$ cat config.mk
export PLATFORM = sky130hd
export DESIGN_NAME = counter_flat
export DESIGN_NICKNAME = d
export VERILOG_FILES = /design/src/rtl/counter_if.sv /design/src/rtl/counter.sv /design/src/flat_wrapper.sv
export SDC_FILE = /design/constraint.sdc
export NUM_CORES = 1
export LEC_CHECK = 0
export CAP_MARGIN = 20
export CORE_AREA = 2 2 39 41
export DETAILED_ROUTE_END_ITERATION = 10
export DIE_AREA = 0 0 41 43
export GPL_ROUTABILITY_DRIVEN = 0
export HOLD_SLACK_MARGIN = 0.1
export PLACE_DENSITY = 0.58
export SYNTH_ARGS = -nofsm -noshare
export SYNTH_HDL_FRONTEND = slang
export SYNTH_SLANG_ARGS = --single-unit
$ cat constraint.sdc
create_clock -name clk -period 2 [get_ports clk]
set_input_delay 0.3 -clock clk [delete_from_list [all_inputs] [get_ports clk]]
set_output_delay 0.3 -clock clk [all_outputs]
set_load 0.01 [all_outputs]
$ cat src/rtl/counter_if.sv
// counter_if: control/status bundle between a counter and the logic that drives it.
//   enable  - count-enable, active-high
//   clear   - synchronous clear-to-zero, active-high
//   wrap    - 1: roll over to 0 at max, 0: saturate at max
//   max     - unsigned terminal count, sampled every cycle
//   count   - registered current count
//   at_max  - combinational count >= max
// Modports: master drives the controls, slave is the counter itself.
interface counter_if #(
    parameter int unsigned N = 4
);
    logic         enable;
    logic         clear;
    logic         wrap;
    logic [N-1:0] max;
    logic [N-1:0] count;
    logic         at_max;

    modport master (
        output enable,
        output clear,
        output wrap,
        output max,
        input  count,
        input  at_max
    );

    modport slave (
        input  enable,
        input  clear,
        input  wrap,
        input  max,
        output count,
        output at_max
    );
endinterface

$ cat src/rtl/counter.sv
// counter: N-bit up-counter with terminal count, rollover/saturate select and sync clear.
//   clk  - single clock, state updates on rising edge
//   nrst - asynchronous reset, active-high despite the name (1 resets, 0 runs)
//   bus  - counter_if.slave: enable, clear, wrap, max in; count, at_max out
// Next-count priority: clear, then enable, then hold. All inputs are assumed
// synchronous to clk; no synchronizers are included.
module counter #(
    parameter int unsigned N = 4
) (
    input logic      clk,
    input logic      nrst,
    counter_if.slave bus
);

    logic [N-1:0] count_q;
    logic [N-1:0] count_d;
    logic         at_max;

    // Uses >= rather than == so a count left above a lowered max still counts as terminal.
    assign at_max = (count_q >= bus.max);

    always_comb begin
        count_d = count_q;
        if (bus.clear) begin
            count_d = '0;
        end else if (bus.enable) begin
            if (!at_max) begin
                count_d = count_q + 1'b1;
            end else if (bus.wrap) begin
                count_d = '0;
            end else begin
                // Saturate; also pulls an over-range count down to a lowered max.
                count_d = bus.max;
            end
        end
    end

    always_ff @(posedge clk or posedge nrst) begin
        if (nrst) begin
            count_q <= '0;
        end else begin
            count_q <= count_d;
        end
    end

    assign bus.count  = count_q;
    assign bus.at_max = at_max;

endmodule

$ cat src/flat_wrapper.sv
// flat-port wrapper written by rule: the top's interface ports become plain ports
module counter_flat 
#(
    parameter int unsigned N = 4
)
  (clk, nrst, bus_enable, bus_clear, bus_wrap, bus_max, bus_count, bus_at_max);
  counter_if #(.N(N)) bus_i ();
  input logic clk;
  input logic nrst;
  input wire logic [$bits(bus_i.enable)-1:0] bus_enable;
  input wire logic [$bits(bus_i.clear)-1:0] bus_clear;
  input wire logic [$bits(bus_i.wrap)-1:0] bus_wrap;
  input wire logic [$bits(bus_i.max)-1:0] bus_max;
  output wire logic [$bits(bus_i.count)-1:0] bus_count;
  output wire logic [$bits(bus_i.at_max)-1:0] bus_at_max;
  assign bus_i.enable = bus_enable;
  assign bus_i.clear = bus_clear;
  assign bus_i.wrap = bus_wrap;
  assign bus_i.max = bus_max;
  assign bus_count = bus_i.count;
  assign bus_at_max = bus_i.at_max;
  counter #(.N(N)) u_core (.clk(clk), .nrst(nrst), .bus(bus_i));
endmodule
==> flow_results.org <==
** Placement
- Port Buf Inserts :: 13
- Placed cells :: 84
- HPWL after DPL :: 804 um
- OpenSTA, run right after detailed placement, puts the worst setup slack at -0.487 ns.

** Floorplanning
- The floorplan step set the die height to 43 um.
- The initial utilization of the core area, before any placement, comes to between 20% and 30%.
- Number of core rows :: 14
- Die Area :: about 0.0018 mm2
- Count of boundary I/O pins :: 14
- Measured along the x axis, the die boundary spans around 41 um.
- The region available for standard cell placement spans 0.00138 mm2.

** Clocking
- Deepest level of the CTS H-tree :: 1
- At the later pin of the worst-skew pair, clock insertion delay measures 0.23 ns.
- Buffers inserted during clock tree synthesis total 3.
- After clock tree synthesis, the flow added hold-fix buffers numbering 0.
- The tree is rooted in a sky130_fd_sc_hd__clkbuf_4.
- Clock-pin slew was measured on the worst setup and hold paths at 0.04 ns.
- TritonCTS built the clock tree.
- Maximum buffer depth of the clock tree :: 2
- The clock net in this run drives a total of 4 sinks.

** STA
- Count of pins over their slew limit :: 0
- Measured against its own limit, the worst slew margin works out to around four fifths.
- Final-layout setup total negative slack :: 0 ns
- The final critical path takes up 98.0% of the cycle.
- Setup repair after global routing could not meet its margin everywhere.
- Post-route worst setup slack :: 0.0407 ns
- Final number of hold-violating endpoints :: 0
- The smallest clock period supported by the final layout is computed as 1.96 ns.
- Maximum clock frequency :: slightly above 500 MHz
- Worst clock skew :: 0.00205 ns
- Total setup violations reported at the end of the flow :: 0
- Slew @ Worst Pin :: 0.284 ns

** Detailed routing
- After detailed routing, the number of remaining DRC violations is 0.
- Once detail routing completed, the nets flagged for antenna violations numbered 0.
- After detailed routing, the number of vias per cell comes to roughly 4.7.
- Routed vias :: 407
- For this block, the initial DRC count from the detailed router was 2.
- Final Routed Wirelength :: approximately 940 um
- Detailed-router iteration count before antenna repair :: 3
- Drt wl/cell :: 10.8 um

** Flow run
- Max-cap violations in this run came to 0.

** Synth
- Area share of fa/ha/maj cells after synthesis :: 15.9%
- Post-Synth XOR/XNOR Area :: between 4 and 5%
- After synthesis, flip-flops and latches occupy 25.5% of the total area.
- By area, the combinational part of the netlist is dominated by simple AND/OR/NAND/NOR gates.
- Unique cell type count in the Yosys netlist :: 20
- Simple-gate share of the synthesized area :: 24.8%
- Of the post-synthesis cell area, the dominant cell type holds 25.5%.
- For this run, asynchronously set or reset flops after synthesis account for between 90% and 100%.
- Largest area contributor in the synthesized netlist :: sky130_fd_sc_hd__dfrtp_1
- Top cells by area, synth :: sky130_fd_sc_hd__dfrtp_1 25%, sky130_fd_sc_hd__ha_1 16%, sky130_fd_sc_hd__o211ai_1 7.6%
- The cell area that synthesis handed to floorplanning was 393 um2.
- Most frequent cell after synthesis :: sky130_fd_sc_hd__nand2_1
- Synthesized net count :: between 50 and 60
- Number of enable flip-flop cells after synthesis :: 0
- Synth Area in Compound Gates :: between 20% and 30%
- Each instance of the synthesized netlist takes up on average 9.14 um2.
- Multiplexer share of the synthesized area :: 0%
- Among all flip-flop cells after synthesis, the most frequent one is sky130_fd_sc_hd__dfrtp_1.
- Synthesis produced a netlist whose cell count is 43.
- Number of warnings issued by yosys :: 0
- Synthesis inferred 4 register bits.
- Commonest cells in the synthesized netlist :: 7 x sky130_fd_sc_hd__nand2_1, 5 x sky130_fd_sc_hd__ha_1, 5 x sky130_fd_sc_hd__inv_1

** Critical path
- Of all nets on the critical path, the largest fanout is 2.
- The slowest stage of the critical path belongs to the cell sky130_fd_sc_hd__clkdlybuf4s50_1.
- The critical path goes through clkdlybuf4s50_1 > inv_1 > ha_1 > a2111oi_4 > or2_4 > inv_2 > buf_6.
- CP Buf/Inv Count :: 4
- The critical path is of the input pin to output port type.
- Required time of the worst setup path :: roughly 1.7 ns
- CP Launch Type :: input pin
- Data arrival time of the critical path :: approximately 1.7 ns
- Kind of capture point of the worst setup path :: output port
- Peak per-stage delay on the critical path :: between 0.4 and 0.5 ns
- The cell family contributing the most delay on the critical path is buffers and inverters.

** Pwr
- Summed over all cells, the static leakage comes to 0.313 nW.
- In this run the power density over the cells is 490 mW/mm2.
- PnR Total Power :: 0.329 mW
- Peak supply drop :: 0.210 mV

** Worst hold path
- Type of the most critical hold path :: input pin to async pin

** Global routing
- The first global-routing pass estimated 1730 um of wire.
- The number of antenna violations at the first check in global routing was 0.
- The number of global-route vias before repair came to roughly 430.
- Global-route congestion overflow total :: 0
- Pin count of the biggest net entering global routing :: 6
- Total global-route track usage :: 14.7%

** Final layout
- Count of non-filler cells in the finished layout :: between 80 and 90
- Utilization after layout :: 48.6%
- Area added between synthesis and finish :: 71.0%
- The net count of the finished layout is 87.
- In the final layout, the share of cells above drive strength 1 is 36.6%.
- Antenna fix cells :: 0
- Flip-flop count of the largest register after layout :: 4

** Status
- The run finished with clean final reports.
==> worst paths after layout <==
path	startpoint	endpoint	slack [ns]	cells past startpoint
min in group clk	bus_max[2]	u_core.bus.count[2]	0.54	4
max	bus_max[3]	bus_at_max	0.04	7
min reg2reg	u_core.bus.count[0]	u_core.bus.count[0]	0.62	2
max reg2reg	u_core.bus.count[0]	u_core.bus.count[0]	0.23	8
min	nrst	u_core.bus.count[0]	0.26	2
max in group asynchronous	nrst	u_core.bus.count[3]	1.58	2
==> stage by stage <==
stage,instance area (um2),hold WS (ns)
2_1_floorplan,393,0.0661
5_1_grt,672,0.271
6_report,672,0.262
3_5_place_dp,633,0.503
3_3_place_gp,633,0.492
4_1_cts,663,0.255
==> repair_timing <==
item	in CTS	in global routing
buffers inserted	0	0
gates resized for setup	9	2
endpoints found under the setup margin	1	1
pin swaps	2	0
==> cells in the final DEF, fill, tap and decap left out, drive strengths merged <==
master	count
o21a	1
xnor2	2
nor3b	1
clkbuf	3
dlymetal6s2s	1
nor2b	1
o211ai	4
dfrtp	4
ha	5
a221o	1
nand2b	2
nor3	1
a2111oi	1
or2	1
inv	6
or3	1
dlygate4sd2	2
buf	13
o311ai	1
nand3	1
nand2	7
clkdlybuf4s50	9
nor2	3
==> routing by layer <==
metal	GRT usage (%)	wire length, um	vias to the layer above
li1	-	-	206
met1	18.4	428	188
met2	22.2	465	13
met3	7.85	46	0
met4	2.00	0	0
met5	0	0	-
==> power breakdown <==
part	leakage, nW	switching [mW]	internal [mW]
combinational	0.245	0.0553	0.0840
clock	0.0138	0.0317	0.0670
sequential	0.0544	0.00427	0.0868
==> area by class of cell <==
class / count / area (um2)
Fill cell: 143 / 712
Multi-Input combinational cell: 33 / 285
Timing Repair Buffer: 25 / 221
Sequential cell: 4 / 100
Clock buffer: 3 / 22.5
Inverter: 6 / 22.5
Tap cell: 16 / 20.0
==> worst register-to-register path, stage by stage, from the launching register on <==
cell	delay [ns]
sky130_fd_sc_hd__dfrtp_1	0.33
sky130_fd_sc_hd__inv_1	0.05
sky130_fd_sc_hd__ha_1	0.28
sky130_fd_sc_hd__nand2b_4	0.15
sky130_fd_sc_hd__a2111oi_4	0.30
sky130_fd_sc_hd__or2_4	0.18
sky130_fd_sc_hd__inv_2	0.04
sky130_fd_sc_hd__buf_4	0.12
sky130_fd_sc_hd__o311ai_2	0.23
==> logic make-up after synthesis <==
logic type | after synthesis
xor gates and xnor gates | 2
AOI/OAI and AO/OA | 8
adders and majority gates | 5
and+or+nand+nor | 18
DFF | 4
buffers and inverters | 6
No activity file was read; power rests on OpenSTA's default activity.
